$ cat config.mk
export PLATFORM = sky130hd
export DESIGN_NAME = fifo_rd_packer
export DESIGN_NICKNAME = d
export VERILOG_FILES = /design/src/rtl/fifo_rd_packer.sv
export SDC_FILE = /design/constraint.sdc
export NUM_CORES = 1
export LEC_CHECK = 0
export BUFFER_PORTS_ARGS = -buffer_cell sky130_fd_sc_hd__buf_2
export CAP_MARGIN = 20
export CORE_AREA = 2 2 85 87
export DETAILED_ROUTE_END_ITERATION = 10
export DIE_AREA = 0 0 87 89
export GPL_TIMING_DRIVEN = 0
export PLACE_DENSITY = 0.87
export SYNTH_ARGS = -nofsm -noshare
export SYNTH_HDL_FRONTEND = slang
export SYNTH_SLANG_ARGS = --single-unit
$ cat constraint.sdc
create_clock -name rdclk -period 3.5 [get_ports rdclk]
set_input_delay 0.525 -clock rdclk [delete_from_list [all_inputs] [get_ports rdclk]]
set_output_delay 0.525 -clock rdclk [all_outputs]
set_load 0.01 [all_outputs]
$ cat src/rtl/fifo_rd_packer.sv
// Read-domain consumer for the async FIFO: packs PACK entries per word.
// Ports: rdclk/rd_rst, FIFO read port (fifo_rd_en, fifo_rd_data,
//   fifo_empty), flush request, valid/ready word output (out_data,
//   out_keep, out_valid, out_ready), word_cnt accept counter, busy flag.
module fifo_rd_packer #(
    parameter int DATA_WIDTH = 8,
    parameter int PACK       = 4,
    parameter int CNT_WIDTH  = 16
) (
    input  logic                       rdclk,
    input  logic                       rd_rst,
    output logic                       fifo_rd_en,
    input  logic [DATA_WIDTH-1:0]      fifo_rd_data,
    input  logic                       fifo_empty,
    input  logic                       flush,
    output logic [DATA_WIDTH*PACK-1:0] out_data,
    output logic [PACK-1:0]            out_keep,
    output logic                       out_valid,
    input  logic                       out_ready,
    output logic [CNT_WIDTH-1:0]       word_cnt,
    output logic                       busy
);

    localparam int LW = $clog2(PACK + 1);
    localparam int WW = DATA_WIDTH * PACK;
    localparam logic [LW-1:0] FULL = LW'(PACK);

    typedef enum logic {
        RUN,
        FLUSH
    } state_t;

    state_t          state;
    state_t          state_nxt;
    logic [LW-1:0]   cnt;
    logic [LW-1:0]   cnt_eff;
    logic [LW-1:0]   held;
    logic            inflight;
    logic            slot_free;
    logic            xfer;
    logic [WW-1:0]   acc;
    logic [WW-1:0]   acc_eff;
    logic [WW-1:0]   word;
    logic [PACK-1:0] keep;

    // Accumulator view with this cycle's landing byte already merged, so a
    // transfer in the landing cycle carries that byte.
    always_comb begin
        cnt_eff = cnt + LW'(inflight);
        acc_eff = acc;
        keep    = '0;
        word    = '0;
        for (int i = 0; i < PACK; i++) begin
            if (inflight && cnt == LW'(i)) begin
                acc_eff[i*DATA_WIDTH +: DATA_WIDTH] = fifo_rd_data;
            end
        end
        for (int i = 0; i < PACK; i++) begin
            keep[i] = LW'(i) < cnt_eff;
            if (keep[i]) begin
                word[i*DATA_WIDTH +: DATA_WIDTH] = acc_eff[i*DATA_WIDTH +: DATA_WIDTH];
            end
        end
    end

    assign slot_free = !out_valid || out_ready;

    always_comb begin
        state_nxt = state;
        xfer      = 1'b0;
        unique case (state)
            RUN: begin
                xfer = (cnt_eff == FULL) && slot_free;
                if (flush && (cnt != '0 || inflight)) begin
                    state_nxt = FLUSH;
                end
            end
            FLUSH: begin
                // Reads are stopped here, so cnt_eff is the final lane count.
                if (cnt_eff == '0) begin
                    state_nxt = RUN;
                end else if (slot_free) begin
                    xfer      = 1'b1;
                    state_nxt = RUN;
                end
            end
            default: state_nxt = RUN;
        endcase
    end

    // Lanes committed after this cycle; a read is issued only if its byte
    // is guaranteed a free lane when it lands next cycle.
    assign held       = xfer ? '0 : cnt_eff;
    assign fifo_rd_en = !rd_rst && !fifo_empty && state == RUN && held < FULL;
    assign busy       = state == FLUSH;

    always_ff @(posedge rdclk or posedge rd_rst) begin
        if (rd_rst) begin
            state     <= RUN;
            cnt       <= '0;
            inflight  <= 1'b0;
            acc       <= '0;
            out_data  <= '0;
            out_keep  <= '0;
            out_valid <= 1'b0;
            word_cnt  <= '0;
        end else begin
            state    <= state_nxt;
            cnt      <= held;
            inflight <= fifo_rd_en;
            acc      <= xfer ? '0 : acc_eff;
            if (out_valid && out_ready) begin
                word_cnt <= word_cnt + CNT_WIDTH'(1);
            end
            if (xfer) begin
                out_data  <= word;
                out_keep  <= keep;
                out_valid <= 1'b1;
            end else if (out_ready) begin
                out_valid <= 1'b0;
            end
        end
    end

endmodule
* Yosys cells after proc, flatten, opt, wreduce, memory -nomap -nowiden
Index checks and enable logic that the tools add are counted.
Word-level totals: memories kept 0, bits in latches 0, bits of input ports 13, ROM bits 0, bits in writable memories 0, flip-flop bits (word level) 90
Operators by class: shifts and indexed selects 0, $add $sub $neg 2, multiplexer cells 19, reduce and logical (&&, ||, !) cells 19, divide/modulo/power cells 0, multiply operators 0, $lt $le $gt $ge 5, bitwise gates (word level) 1, equal/unequal tests 4
Operator list (number):
- two-way mux 8 bit | 8
- two-way mux 32 bit | 1
- adder 16 x 1 -> 16 bit (second input constant) | 1
- logical AND 1 bit | 10
- two-way mux 1 bit | 7
- == test 3 x 2 -> 1 bit (second input constant) | 2
- zero test 3 bit | 2
- less-than comparator 1 x 3 -> 1 bit (first input constant) | 2
- less-than comparator 2 x 3 -> 1 bit (first input constant) | 2
- case mux 1 bit (2 select lines) | 2
- adder 3 x 1 -> 3 bit | 1
- == test 3 x 1 -> 1 bit (second input constant) | 1
- == test 3 bit (second input constant) | 1
- zero test 1 bit | 3
- less-than comparator 3 bit (second input constant) | 1
- two-way mux 3 bit | 1
- nonzero test 3 bit | 1
- logical OR 1 bit | 2
- nonzero test 2 bit | 1
- inverter 1 bit | 1

* Depth between registers and ports, before layout
word-level depth 8, depth in mapped cells 8, mapped depth without buffers 6

* Worst setup path after synthesis
OpenSTA, ideal clock, no wires.
path kind register to output, start point register cnt[0], end point output fifo_rd_en, arrival time 2.018 ns, stages on the path, launching flop included 8, slack 0.957 ns, required time 2.975 ns, cell sequence dfrtp_1 ha_1 ha_1 clkbuf_2 o21bai_2 nand2_1 and2_1 nor4_1
On the way: word-level cells in the longest chain between the ends 7
Ends and longest elaborated chain:
- from (decl) | RTL line 35 | logic [LW-1:0] cnt;
- from (signal assigned) | RTL line 109 | cnt <= held;
- adder 3 x 1 -> 3 bit (*) | RTL line 49 | cnt_eff = cnt + LW'(inflight);
- zero test 3 bit / == test 3 bit (equally long branches) | RTL line 80, 73
- two-way mux 1 bit / logical AND 1 bit (equally long branches) | RTL line 80, 73
- case mux 1 bit (2 select lines) | RTL line 71 | unique case (state)
- two-way mux 3 bit (*) | RTL line 93 | assign held = xfer ? '0 : cnt_eff;
- named net held[2] | RTL line 37 | logic [LW-1:0] held;
- less-than comparator 3 bit (*) | RTL line 94 | assign fifo_rd_en = !rd_rst && !fifo_empty && state == RUN && held < FULL;
- logical AND 1 bit (*) | RTL line 94
- to (decl) | RTL line 12 | output logic fifo_rd_en,
Mark *: on every way through the listed nets, which the timed path passes. The rest lies on a longest branch.

* Worst setup path after layout
Same ends and word-level chain as after synthesis.

==> flow_summary.json <==
{
  "fill_cells": 555,
  "yosysMostFrequentCell": "dfrtp_1",
  "skew_ns": 0.00871,
  "ctsResizeCount": 0,
  "viasPerCell": 5.48,
  "die_area_mm2": 0.00774,
  "antenna_found_initial": 0,
  "gp_congestion": 0.770,
  "preCtsSetupSlack_ns": 0.721,
  "ys_async_sr_fraction_pct": 100,
  "area_delta_synth_final_pct": 17.8,
  "drive_above_1_share_pct": 26.1,
  "min_period_over_period_pct": 90.3,
  "crit_required_ns": 2.97,
  "path_max_fanout": 7,
  "initial_core_util_pct": 53.3,
  "cp.arrival_ns": 2.64,
  "synth-edff-count": 0,
  "fin_crit_ns": 3.16,
  "crit_chain": "ha_1 > ha_1 > clkbuf_2 > o21bai_2 > nand2_1 > and2_1 > nor4_1 > buf_2",
  "gr-usage-all-layers_pct": 21.2,
  "slowest_stage": "dfrtp_1",
  "grt_max_degree": 78,
  "die_w_um": 87,
  "grt_pass1_vias": 2526,
  "cp-start-kind": "flip-flop",
  "cts_root_buf": "clkbuf_8",
  "h-tree-depth": 3,
  "yosysTopAreaCell": "dfrtp_1",
  "cpPeakStageDelay_ns": 0.46,
  "critPathBufInv": 2,
  "ctsHoldBuffers": 0,
  "cpLargestDelayFamily": "simple AND/OR/NAND/NOR gates",
  "setup_ws_ns": 0.338,
  "synth_area_leaders": "dfrtp_1, mux2i_1, nand2_1",
  "core_mm2": 0.00672,
  "avgSynthCellArea_um2": 11.7,
  "drc": 0,
  "synth_ff_type": "dfrtp_1",
  "pin_count": 68,
  "antennaDiodeCount": 0,
  "portBuffers": 67,
  "ys_types": 36,
  "synthTopCellsByCount": "dfrtp_1, nand2_1, nor2_1, mux2i_1, o21ai_0",
  "worstSetupEndpointType": "primary output",
  "yosysTopAreaCellShare_pct": 62.9,
  "die_h_um": 89,
  "drt_iter0_drc": 141,
  "cts.sinks": 90,
  "seq_area_mm2": 0.00225,
  "ff2ff_path_depth": 8,
  "syn-num-nets": 323,
  "setup_violations": 0,
  "crit_type": "flip-flop to primary output",
  "cts_setup_buffers": 0,
  "syn_area_mm2": 0.00358,
  "cp.depth": 8,
  "row_count": 30,
  "whs_ns": 0.0997,
  "wl_per_cell_um": 15.9,
  "ant_nets": 0,
  "ys_seq_elements": 90,
  "place_hpwl_mm": 5.26,
  "fin_nets": 402,
  "yosysWarnings": 0,
  "cts_tree": "built",
  "grt-ovfl-total": 0,
  "fmaxAchievable_ghz": 0.316,
  "numCtsBuffers": 9,
  "vdd.ir_drop.worst_v": 0.000441,
  "clkTransAtPathRegs_ns": 0.08,
  "firstDrtPassIters": 4,
  "insertion_delay_ns": 0.35,
  "grt_pass1_wl_mm": 12.4,
  "seq_area_frac_synth_pct": 62.9,
  "slew_violations": 0,
  "powerDensity_mw_per_mm2": 623,
  "worst_pin_slew_ns": 0.682,
  "synth_cells": 307,
  "multi_input_area_mm2": 0.00125,
  "maxSlewHeadroom_pct": 54.2,
  "finalHoldViolCount": 0,
  "p_leak_nw": 2.19,
  "via_count": 2580,
  "min_path_type": "input pin to async pin",
  "routed_wl_mm": 7.50,
  "path_common_cell": "ha_1",
  "p_total_mw": 2.63,
  "run_status": "finished clean",
  "maxCapViolCount": 0,
  "clockBufferDepth": 2,
  "rsz0062_at_grt": "no"
}
[sequential cells by signal, summed over array words and instances, names as in the netlist]
signal / flops
acc: 32
out_data: 32
word_cnt: 16
out_keep: 4
cnt: 3
busy: 1
inflight: 1
out_valid: 1
[layer usage]
layer  part of all wire, %  up-vias  track usage [%]
met3                   6.0        8             4.34
met2                    49       98             34.4
met1                    44     1280             28.5
met5                     0        -                0
met4                   1.1        0             8.24
li1                      -     1194                -
[worst paths after layout]
path                                         startpoint                  endpoint  slack [ns]
worst max-delay path                   cnt[0]$_DFF_PP0_                fifo_rd_en        0.34
worst min-delay path                             rd_rst   word_cnt[9]$_DFFE_PP0P_         0.1
worst max register to register         cnt[0]$_DFF_PP0_          acc[7]$_DFF_PP0_        1.16
worst min register to register  out_keep[0]$_DFFE_PP0P_   out_keep[0]$_DFFE_PP0P_        0.48
max in group asynchronous                        rd_rst  out_data[24]$_DFFE_PP0P_        2.80
min in group rdclk                           fifo_empty        inflight$_DFF_PP0_        0.35
[power by group]
group	internal (mW)	switching, mW	total (mW)
Sequential	1.20	0.100	1.30
Combinational	0.254	0.456	0.710
Clock	0.277	0.343	0.620
Total	1.73	0.899	2.63
[logic make-up (layout without fill, tap and decap cells)]
logic type | count (synthesis) | in the layout | synth area share, %
and+or+nand+nor | 112 | 112 | 14.1
DFF | 90 | 90 | 62.9
AOI/OAI and AO/OA | 39 | 39 | 6.43
muxes | 33 | 33 | 9.26
xor gates and xnor gates | 16 | 16 | 4.12
buffers and inverters | 14 | 98 | 2.10
adders and majority gates | 3 | 3 | 1.05
[per-stage QoR]
step | util [%] | cells | TNS [ns] | area (µm²)
5_1_grt | 62.8 | 471 | 0 | 4220
2_1_floorplan | - | 307 | 0 | 3580
3_5_place_dp | 60.2 | 455 | 0 | 4050
6_report | 62.8 | 471 | 0 | 4220
4_1_cts | 62.8 | 471 | 0 | 4220
3_3_place_gp | 59.8 | 454 | -23.73 | 4020
[cell type report]
type	instances	area share (%)
inverter	2	0.237
tap	80	2.37
sequential	90	53.4
clock inverter	4	0.653
timing repair buffer	68	8.60
multi-input combinational	203	29.7
buffer	12	1.60
clock buffer	12	3.44
[cell usage in the layout, fill, tap and decap left out, drive strengths merged, types with 2 or more instances in the layout]
cell type | Yosys | layout
xor2 | 5 | 5
ha | 3 | 3
mux2i | 32 | 32
inv | 2 | 2
xnor2 | 11 | 11
nand4 | 3 | 3
o21ai | 33 | 33
nor3 | 4 | 4
nand2 | 46 | 46
and2 | 3 | 3
clkinvlp | 0 | 3
clkbuf | 2 | 14
buf | 10 | 78
nand3 | 7 | 7
dfrtp | 90 | 90
and3 | 2 | 2
nand2b | 2 | 2
nor2 | 38 | 38
Note: power is estimated with default switching activity, not from simulation.
